**src/rtl/descriptor_link_pkg.sv**
```systemverilog
// Shared definitions for the host descriptor link (receiver side and uart_tx counterpart).
package descriptor_link_pkg;

    typedef enum logic [1:0] {
        IDLE      = 2'd0,
        RECEIVING = 2'd1,
        WRITE     = 2'd2
    } module_state;

    localparam int BYTE_W                  = 8;
    localparam int UART_FRAME_BITS         = 10;
    localparam int DEFAULT_CLOCKS_PER_BAUD = 50;

endpackage

```
**src/rtl/uart_rx.sv**
```systemverilog
// 8N1 UART receiver with mid-bit sampling, glitch rejection and framing-error reporting.
//
// state        | meaning
// RX_IDLE      | line high, waiting for a falling edge
// RX_START     | half a bit into the start bit, confirming it is still low
// RX_DATA      | sampling 8 data bits, LSB first
// RX_STOP      | sampling the stop bit
// RX_WAIT_HIGH | after a framing error, waiting for the line to return high
module uart_rx
    import descriptor_link_pkg::*;
#(
    parameter int CLOCKS_PER_BAUD = DEFAULT_CLOCKS_PER_BAUD
) (
    input  logic              clk,
    input  logic              rst_in,
    input  logic              rx,
    output logic [BYTE_W-1:0] data_o,
    output logic              valid_o,
    output logic              err_o
);

    localparam int CNT_W = $clog2(CLOCKS_PER_BAUD);
    localparam logic [CNT_W-1:0] HALF_LOAD = CNT_W'(CLOCKS_PER_BAUD / 2 - 1);
    localparam logic [CNT_W-1:0] BAUD_LOAD = CNT_W'(CLOCKS_PER_BAUD - 1);

    typedef enum logic [2:0] {
        RX_IDLE,
        RX_START,
        RX_DATA,
        RX_STOP,
        RX_WAIT_HIGH
    } rx_state_t;

    rx_state_t         state, state_next;
    logic              rx_meta, rx_sync;
    logic [CNT_W-1:0]  cnt, cnt_next;
    logic [2:0]        bit_idx, bit_idx_next;
    logic [BYTE_W-1:0] shreg, shreg_next;
    logic              valid_next, err_next;

    always_ff @(posedge clk or negedge rst_in) begin
        if (!rst_in) begin
            rx_meta <= 1'b1;
            rx_sync <= 1'b1;
        end else begin
            rx_meta <= rx;
            rx_sync <= rx_meta;
        end
    end

    always_ff @(posedge clk or negedge rst_in) begin
        if (!rst_in) begin
            state   <= RX_IDLE;
            cnt     <= '0;
            bit_idx <= '0;
            shreg   <= '0;
            valid_o <= 1'b0;
            err_o   <= 1'b0;
        end else begin
            state   <= state_next;
            cnt     <= cnt_next;
            bit_idx <= bit_idx_next;
            shreg   <= shreg_next;
            valid_o <= valid_next;
            err_o   <= err_next;
        end
    end

    always_comb begin
        state_next   = state;
        cnt_next     = cnt;
        bit_idx_next = bit_idx;
        shreg_next   = shreg;
        valid_next   = 1'b0;
        err_next     = 1'b0;
        case (state)
            RX_IDLE: begin
                if (!rx_sync) begin
                    state_next = RX_START;
                    cnt_next   = HALF_LOAD;
                end
            end
            RX_START: begin
                if (cnt == '0) begin
                    if (!rx_sync) begin
                        state_next   = RX_DATA;
                        cnt_next     = BAUD_LOAD;
                        bit_idx_next = '0;
                    end else begin
                        state_next = RX_IDLE;
                    end
                end else begin
                    cnt_next = cnt - 1'b1;
                end
            end
            RX_DATA: begin
                if (cnt == '0) begin
                    shreg_next = {rx_sync, shreg[BYTE_W-1:1]};
                    cnt_next   = BAUD_LOAD;
                    if (bit_idx == 3'd7) begin
                        state_next = RX_STOP;
                    end else begin
                        bit_idx_next = bit_idx + 3'd1;
                    end
                end else begin
                    cnt_next = cnt - 1'b1;
                end
            end
            RX_STOP: begin
                if (cnt == '0) begin
                    if (rx_sync) begin
                        valid_next = 1'b1;
                        state_next = RX_IDLE;
                    end else begin
                        err_next   = 1'b1;
                        state_next = RX_WAIT_HIGH;
                    end
                end else begin
                    cnt_next = cnt - 1'b1;
                end
            end
            RX_WAIT_HIGH: begin
                if (rx_sync) begin
                    state_next = RX_IDLE;
                end
            end
            default: state_next = RX_IDLE;
        endcase
    end

    // shreg only moves during data bits, so it is stable when valid_o fires
    assign data_o = shreg;

endmodule

```
**src/rtl/receive_descriptors.sv**
```systemverilog
// Receives MSB-first multi-byte words over UART and writes them to sequential BRAM addresses.
//
// state     | meaning
// IDLE      | not armed, incoming bytes ignored
// RECEIVING | assembling a word, dropping partial words on error or timeout
// WRITE     | one-cycle BRAM write of the assembled word
module receive_descriptors
    import descriptor_link_pkg::*;
#(
    parameter int BRAM_LENGTH     = 1000,
    parameter int BIT_DEPTH       = 24,
    parameter int CLOCKS_PER_BAUD = DEFAULT_CLOCKS_PER_BAUD,
    parameter int BYTE_TIMEOUT    = 20 * CLOCKS_PER_BAUD
) (
    input  logic                           clk,
    input  logic                           rst_in,
    input  logic                           rx,
    input  logic                           start_in,
    output logic [$clog2(BRAM_LENGTH)-1:0] bram_addr,
    output logic [BIT_DEPTH-1:0]           bram_data,
    output logic                           bram_we,
    output logic                           busy,
    output logic                           done,
    output logic [7:0]                     err_count,
    output logic [1:0]                     out_state
);

    localparam int ADDR_W = $clog2(BRAM_LENGTH);
    localparam int BYTES  = BIT_DEPTH / BYTE_W;
    localparam int IDX_W  = $clog2(BYTES + 1);
    localparam int TMO_W  = $clog2(BYTE_TIMEOUT + 1);
    localparam logic [ADDR_W-1:0] LAST_ADDR = ADDR_W'(BRAM_LENGTH - 1);
    localparam logic [IDX_W-1:0]  FULL_IDX  = IDX_W'(BYTES);
    localparam logic [TMO_W-1:0]  TMO_LOAD  = TMO_W'(BYTE_TIMEOUT - 1);

    module_state          state, state_next;
    logic [BYTE_W-1:0]    rx_data;
    logic                 rx_valid, rx_err;
    logic [BIT_DEPTH-1:0] word;
    logic [IDX_W-1:0]     byte_idx;
    logic [TMO_W-1:0]     tmo_cnt;
    logic                 tmo_hit;

    uart_rx #(
        .CLOCKS_PER_BAUD(CLOCKS_PER_BAUD)
    ) u_rx (
        .clk    (clk),
        .rst_in (rst_in),
        .rx     (rx),
        .data_o (rx_data),
        .valid_o(rx_valid),
        .err_o  (rx_err)
    );

    always_ff @(posedge clk or negedge rst_in) begin
        if (!rst_in) begin
            state <= IDLE;
        end else begin
            state <= state_next;
        end
    end

    always_comb begin
        state_next = state;
        bram_we    = 1'b0;
        done       = 1'b0;
        case (state)
            IDLE: begin
                if (start_in) begin
                    state_next = RECEIVING;
                end
            end
            RECEIVING: begin
                if (byte_idx == FULL_IDX) begin
                    state_next = WRITE;
                end
            end
            WRITE: begin
                bram_we = 1'b1;
                if (bram_addr == LAST_ADDR) begin
                    done       = 1'b1;
                    state_next = IDLE;
                end else begin
                    state_next = RECEIVING;
                end
            end
            default: state_next = IDLE;
        endcase
    end

    assign busy      = (state != IDLE);
    assign out_state = state;

    // tmo_cnt is loaded on every byte and only runs while a word is partially assembled
    assign tmo_hit = (byte_idx != '0) && (tmo_cnt == '0);

    always_ff @(posedge clk or negedge rst_in) begin
        if (!rst_in) begin
            bram_addr <= '0;
            bram_data <= '0;
            word      <= '0;
            byte_idx  <= '0;
            tmo_cnt   <= '0;
            err_count <= '0;
        end else begin
            case (state)
                IDLE: begin
                    if (start_in) begin
                        bram_addr <= '0;
                        byte_idx  <= '0;
                        tmo_cnt   <= '0;
                        err_count <= '0;
                    end
                end
                RECEIVING: begin
                    if (byte_idx == FULL_IDX) begin
                        bram_data <= word;
                    end else if (rx_valid) begin
                        word     <= BIT_DEPTH'({word, rx_data});
                        byte_idx <= byte_idx + IDX_W'(1);
                        tmo_cnt  <= TMO_LOAD;
                    end else if (rx_err || tmo_hit) begin
                        byte_idx <= '0;
                        tmo_cnt  <= '0;
                        if (err_count != 8'hFF) begin
                            err_count <= err_count + 8'd1;
                        end
                    end else if (byte_idx != '0) begin
                        tmo_cnt <= tmo_cnt - 1'b1;
                    end
                end
                WRITE: begin
                    byte_idx <= '0;
                    tmo_cnt  <= '0;
                    if (bram_addr != LAST_ADDR) begin
                        bram_addr <= bram_addr + ADDR_W'(1);
                    end
                end
                default: ;
            endcase
        end
    end

endmodule

```
**config.mk**
```make
export PLATFORM = sky130hd
export DESIGN_NAME = receive_descriptors
export DESIGN_NICKNAME = d
export VERILOG_FILES = /design/src/rtl/descriptor_link_pkg.sv /design/src/rtl/uart_rx.sv /design/src/rtl/receive_descriptors.sv
export SDC_FILE = /design/constraint.sdc
export NUM_CORES = 1
export LEC_CHECK = 0
export ABC_AREA = 1
export CAP_MARGIN = 20
export CORE_MARGIN = 2
export CORE_UTILIZATION = 51
export CTS_CLUSTER_SIZE = 8
export DETAILED_ROUTE_END_ITERATION = 12
export PLACE_DENSITY = 0.76
export SLEW_MARGIN = 20
export SYNTH_ARGS = -nofsm -noshare
export SYNTH_HDL_FRONTEND = slang
export SYNTH_HIERARCHICAL = 1
export SYNTH_SLANG_ARGS = --single-unit
```
**constraint.sdc**
```tcl
create_clock -name clk -period 1.43 [get_ports clk]
set_input_delay 0.2145 -clock clk [delete_from_list [all_inputs] [get_ports clk]]
set_output_delay 0.2145 -clock clk [all_outputs]
set_load 0.02 [all_outputs]
```
After elaboration in Yosys (flattened, before gate mapping) --
Cells that the tools add are included.
Storage, ports and cells: flip-flop bits (word level) 104, input bits 4, output and inout port bits 47, word-level logic and storage cells 128
Cells by class: $add $sub $neg 6, equal/unequal tests 30, mux-type cells 52, bitwise operators 1, reduce and logical (&&, ||, !) cells 24
Operator list (number):
- $mux 10 | 6
- $mux 8 | 5
- $mux 3 | 11
- $mux 6 | 5
- $pmux 10 s3 | 1
- $pmux 6 s4 | 1
- $ne 2x2->1 const B | 11
- $pmux 10 s2 | 1
- $pmux 8 s2 | 1
- $pmux 3 s5 | 1
- $mux 2 | 7
- $pmux 2 s3 | 2
- $reduce_and 4->1 | 3
- $reduce_and 6->1 | 2
- $add 10x1->10 const B | 1
- $eq 10x10->1 const B | 1
- $logic_not 10->1 | 1
- $mux 1 | 10
- $ne 10x10->1 const B | 1
- $ne 2x1->1 const B | 5
- $reduce_bool 2->1 | 5
- $sub 10x1->10 const B | 1
- $add 8x1->8 const B | 1
- $ne 8x8->1 const B | 1
- 23 further kinds | 29

Depth between registers and ports, before layout --
Gate-level depths: netlist (run 1).
word-level depth 7, gate-level depth with buffers 11, mapped depth without buffers 11

Modules after synthesis --
Netlist (run 1), hierarchy kept.
By module, submodules not included:
- receive_descriptors | instances 1, cells each 475, area each 3834.9 um^2, seq. area each 2001.9 um^2
- uart_rx | instances 1, cells each 148, area each 1239.9 um^2, seq. area each 603.1 um^2

Least setup slack after synthesis (run 1) --
No wires, ideal clock.
path type register to output, start register state[1], in the netlist out_state[1], end output port done, arrival time 1.407 ns, path slack -0.191 ns, cell stages (with the launch flop) 5, path through dfrtp_1 inv_2 nor2_2 inv_1 nor2_1
Between the ends: cells in the longest elaborated chain, start to end 2
RTL lines:
- from (decl) | RTL line receive_descriptors.sv:36 | module_state state, state_next;
- from (signal assigned) | RTL line receive_descriptors.sv:59 | state <= state_next;
- $eq 2x2->1 | RTL line receive_descriptors.sv:67 | case (state)
- $mux 1 | RTL line receive_descriptors.sv:67
- to (decl) | RTL line receive_descriptors.sv:23 | output logic done,
Every way passes these cells.

Worst setup path in the final report (run 1) --
start register state[0], in the netlist out_state[0], end register tmo_cnt[2]
Between the ends: cells in the longest elaborated chain, start to end 3
RTL lines:
- $eq 2x1->1 (tied with other cells) | RTL line receive_descriptors.sv:106 | case (state)
- $ne 4x3->1 (no source line) (tied with other cells)
- $reduce_and 4->1 (no source line)
- to (signal assigned) | RTL line receive_descriptors.sv:129 | tmo_cnt <= tmo_cnt - 1'b1;
- to (decl) | RTL line receive_descriptors.sv:41 | logic [TMO_W-1:0] tmo_cnt;
Several ways; a longest one is shown, not always the timed one. A chain may end at the register's enable or synchronous reset.

==> reports/qor.txt, run 1 <==
outcome: finished with violations
failing checks: setup timing
Placer Congestion: 0.883
Worst Hold Class: in -> async
CTS max path bufs: 2
routed wire length per instance: 15.3 um
final hold vios: 0
M1 GR Usage: 30.6%
Relative slew margins: 79.9%
I/O pin total: 51
Worst Setup Start Kind: register
Routed Antenna Nets: 0
fin crit share: 113%
P&R area growth vs syn: 43.8%
Syn Area/Cell: 8.15 um^2
top-area cell type share of the netlist area: 50.3%
Worst-Margin Slew: 301 ps
drt initial violations: 265
DR vias/cell: 5.21
largest net degree at the start of global routing: 50
Setup Skew: 16.0 ps
Rows: 36
cts bufs inserted: 9
CTS tree: built
Power Density: 1260 mW/mm^2
antenna violations before repair: 0
Die Wd: 104 um
delay-heaviest family, CP: simple AND/OR/NAND/NOR gates
worst setup margin: -183 ps
most common cell in the netlist: nand2_1
Slew Viols, Final: 0
Total Power Consumption: 9.20 mW
critical path class: reg -> reg
Worst-path clk slew: 120 ps
Placed Instance Area: 0.00630 mm^2
Die Footprint: 0.0108 mm^2
clk_lat worst skew: 380 ps
DR pass1 iterations: 5
via count: 4729
GRT overflow: 0
Synth cell types: 34
Die Ht: 104 um
unrepaired setup endpoints after global routing: yes
number of synthesized flops with an enable pin: 0
root buffer cell: clkbuf_8
DPL Wire Length: 7670 um
f_max: 620 MHz
Post-synth top cells: nand2_1 (209), dfrtp_1 (102), inv_1 (71)
Pleak: 3.81 nW
Final #Nets: 781
layout cells sized above 1: 35.5%
Final Setup Violations: 47
ant diodes: 0
max incr delay on CP: 450 ps
GRT Total Usage: 24.0%
MaxCap Viol Count: 0
Seq cells post-synth: 104
Post-Layout Cell Count: 907
synthesized area: 0.00507 mm^2
top_reg_cell synth: dfrtp_1
WP buf/inv: 4
global-route wire length before repair: 21300 um
Synth area leader: dfrtp_1
fillers: 643
Crit path required time: 1700 ps
routed wire length: 13900 um
Critical Path Fanout Max: 9
largest cells by area after synthesis: dfrtp_1 (50%), nand2_1 (15%), o21ai_0 (6.3%)
critical path arrival: 1880 ps
sequence of cells on the critical path: buf_6 -> buf_6 -> nor2_4 -> inv_2 -> or2_4 -> nand4_4 -> inv_4 -> nand2_1 -> nand2_1
drt drc: 0
Placed Cells: 861
synth warn: 6
Port-buffer cells: 50
Gate Count Post-Synth: 623
Peak supply drop: 879 uV
Post-Syn Nets: 635
core region area: 0.00973 mm^2
register area share after synthesis: 51.3%
htree depth: 3
met2 Use GR: 41.6%
R2R setup slack: -180 ps
Initial Util: 52.2%
Final min period: 1610 ps
final instance area: 0.00730 mm^2
FFs w/ async S/R, synth: 100%
endpoint class of the critical path: register
Num Clock Sinks: 104
Setup Total Neg Slack: -6200 ps
global route hottest layer: met2
number of global-route vias before repair: 4582
Crit-path slowest cell: dfrtp_2
met3 Use GR: 3.27%
## layout make-up
class | count | area, um^2 | area share [%]
timing repair buffer | 148 | 1420 | 19.4
sequential | 104 | 2620 | 35.9
inverter | 80 | 337 | 4.61
tap | 133 | 166 | 2.28
clock buffer | 9 | 124 | 1.70
clock inverter | 7 | 95.1 | 1.30
multi-input combinational | 426 | 2540 | 34.8
## metrics by stage
stage	setup slack, ps	hold slack, ps	util [%]
2_1_floorplan	-12.2	-81.1	-
3_3_place_gp	-230	64.7	64.8
3_5_place_dp	-242	68.5	64.8
4_1_cts	-145	205	72.4
5_1_grt	-250	204	75.0
6_report	-183	204	75.0
## power breakdown
group / leakage [nW] / switching [mW] / internal (mW)
sequential: 1.38 / 0.306 / 3.29
clock: 0.105 / 1.21 / 0.716
combinational: 2.32 / 2.07 / 1.60
total: 3.81 / 3.59 / 5.61
## worst reg2reg max path: stages, from the launching register on
cell and delay [ps]:
dfrtp_2 450, buf_6 140, buf_6 120, nor2_4 120, inv_2 60, or2_4 260, nand4_4 120, inv_4 80
nand2_1 100, nand2_1 60
## worst paths after layout
| check | start | end | cells past startpoint |
|---|---|---|---|
| min | rst_in | bram_addr[7]$_DFFE_PN0P_ | 2 |
| max | out_state[0]$_DFFE_PN0P_ | tmo_cnt[2]$_DFFE_PN0P_ | 9 |
| min reg2reg | u_rx/rx_meta$_DFF_PN1_ | u_rx/rx_sync$_DFF_PN1_ | 0 |
| max in group asynchronous | rst_in | u_rx/rx_sync$_DFF_PN1_ | 3 |
| max reg2reg | out_state[0]$_DFFE_PN0P_ | tmo_cnt[2]$_DFFE_PN0P_ | 9 |
| min in group clk | rx | u_rx/rx_meta$_DFF_PN1_ | 1 |
## cell usage in the layout, fill, tap and decap left out, types with 7 or more instances in the layout
master and count:
buf_6 17, dfrtp_1 93, o21ai_2 19, nand2_1 171
o21ai_0 32, dlygate4sd2_1 27, nor2_1 28, buf_2 8
buf_4 71, xor2_1 8, inv_1 61, dfrtp_2 9
nand2_4 13, clkbuf_8 9, buf_12 8, nor2_4 9
nand3_1 26, nor2_2 9, nand2_2 31, o21ai_1 29
inv_2 12, nand4_1 7
## state kept, by name (all words and copies together) (netlist names), 2 cells and up
name and flops:
u_rx/data_o 8, tmo_cnt 10, u_rx/state 3, bram_addr 10
u_rx/cnt 6, u_rx/bit_idx 3, word 24, byte_idx 2
bram_data 24, out_state 2, err_count 8
## what timing repair did
| item | CTS | global route |
|---|---|---|
| cloned | 6 | 2 |
| resized for setup | 190 | 86 |
| buffers inserted | 14 | 11 |
| pin swaps | 19 | 14 |
| endpoints found under the hold margin | 102 | 0 |
| hold buffers | 1 | 0 |
| setup endpoints to repair | 105 | 107 |
## per-layer routing
metal	up-vias	share of wire, %
met5	-	0
met4	0	2.5
met3	30	3.7
met2	143	51
met1	2287	42
li1	2269	-
## cell families after synthesis
logic type	Yosys count	synth area share, %
AO/OA/AOI/OAI	91	10.0
XOR/XNOR	10	1.73
adder cells (fa/ha/maj)	8	1.97
buffers and inverters	93	7.62
flip-flops	104	51.3
AND/OR/NAND/NOR	317	27.3
Power figures use the tool's default switching activity.
==> run 2: changes to the inputs <==
--- a/config.mk
+++ b/config.mk
@@ -9,6 +9,7 @@
 export CAP_MARGIN = 20
 export CORE_MARGIN = 2
 export CORE_UTILIZATION = 51
+export CTS_CLUSTER_DIAMETER = 80
 export CTS_CLUSTER_SIZE = 8
 export DETAILED_ROUTE_END_ITERATION = 12
 export PLACE_DENSITY = 0.76
==> results of run 2 <==
Final layout, timing and power as in run 1 (identical DEF).
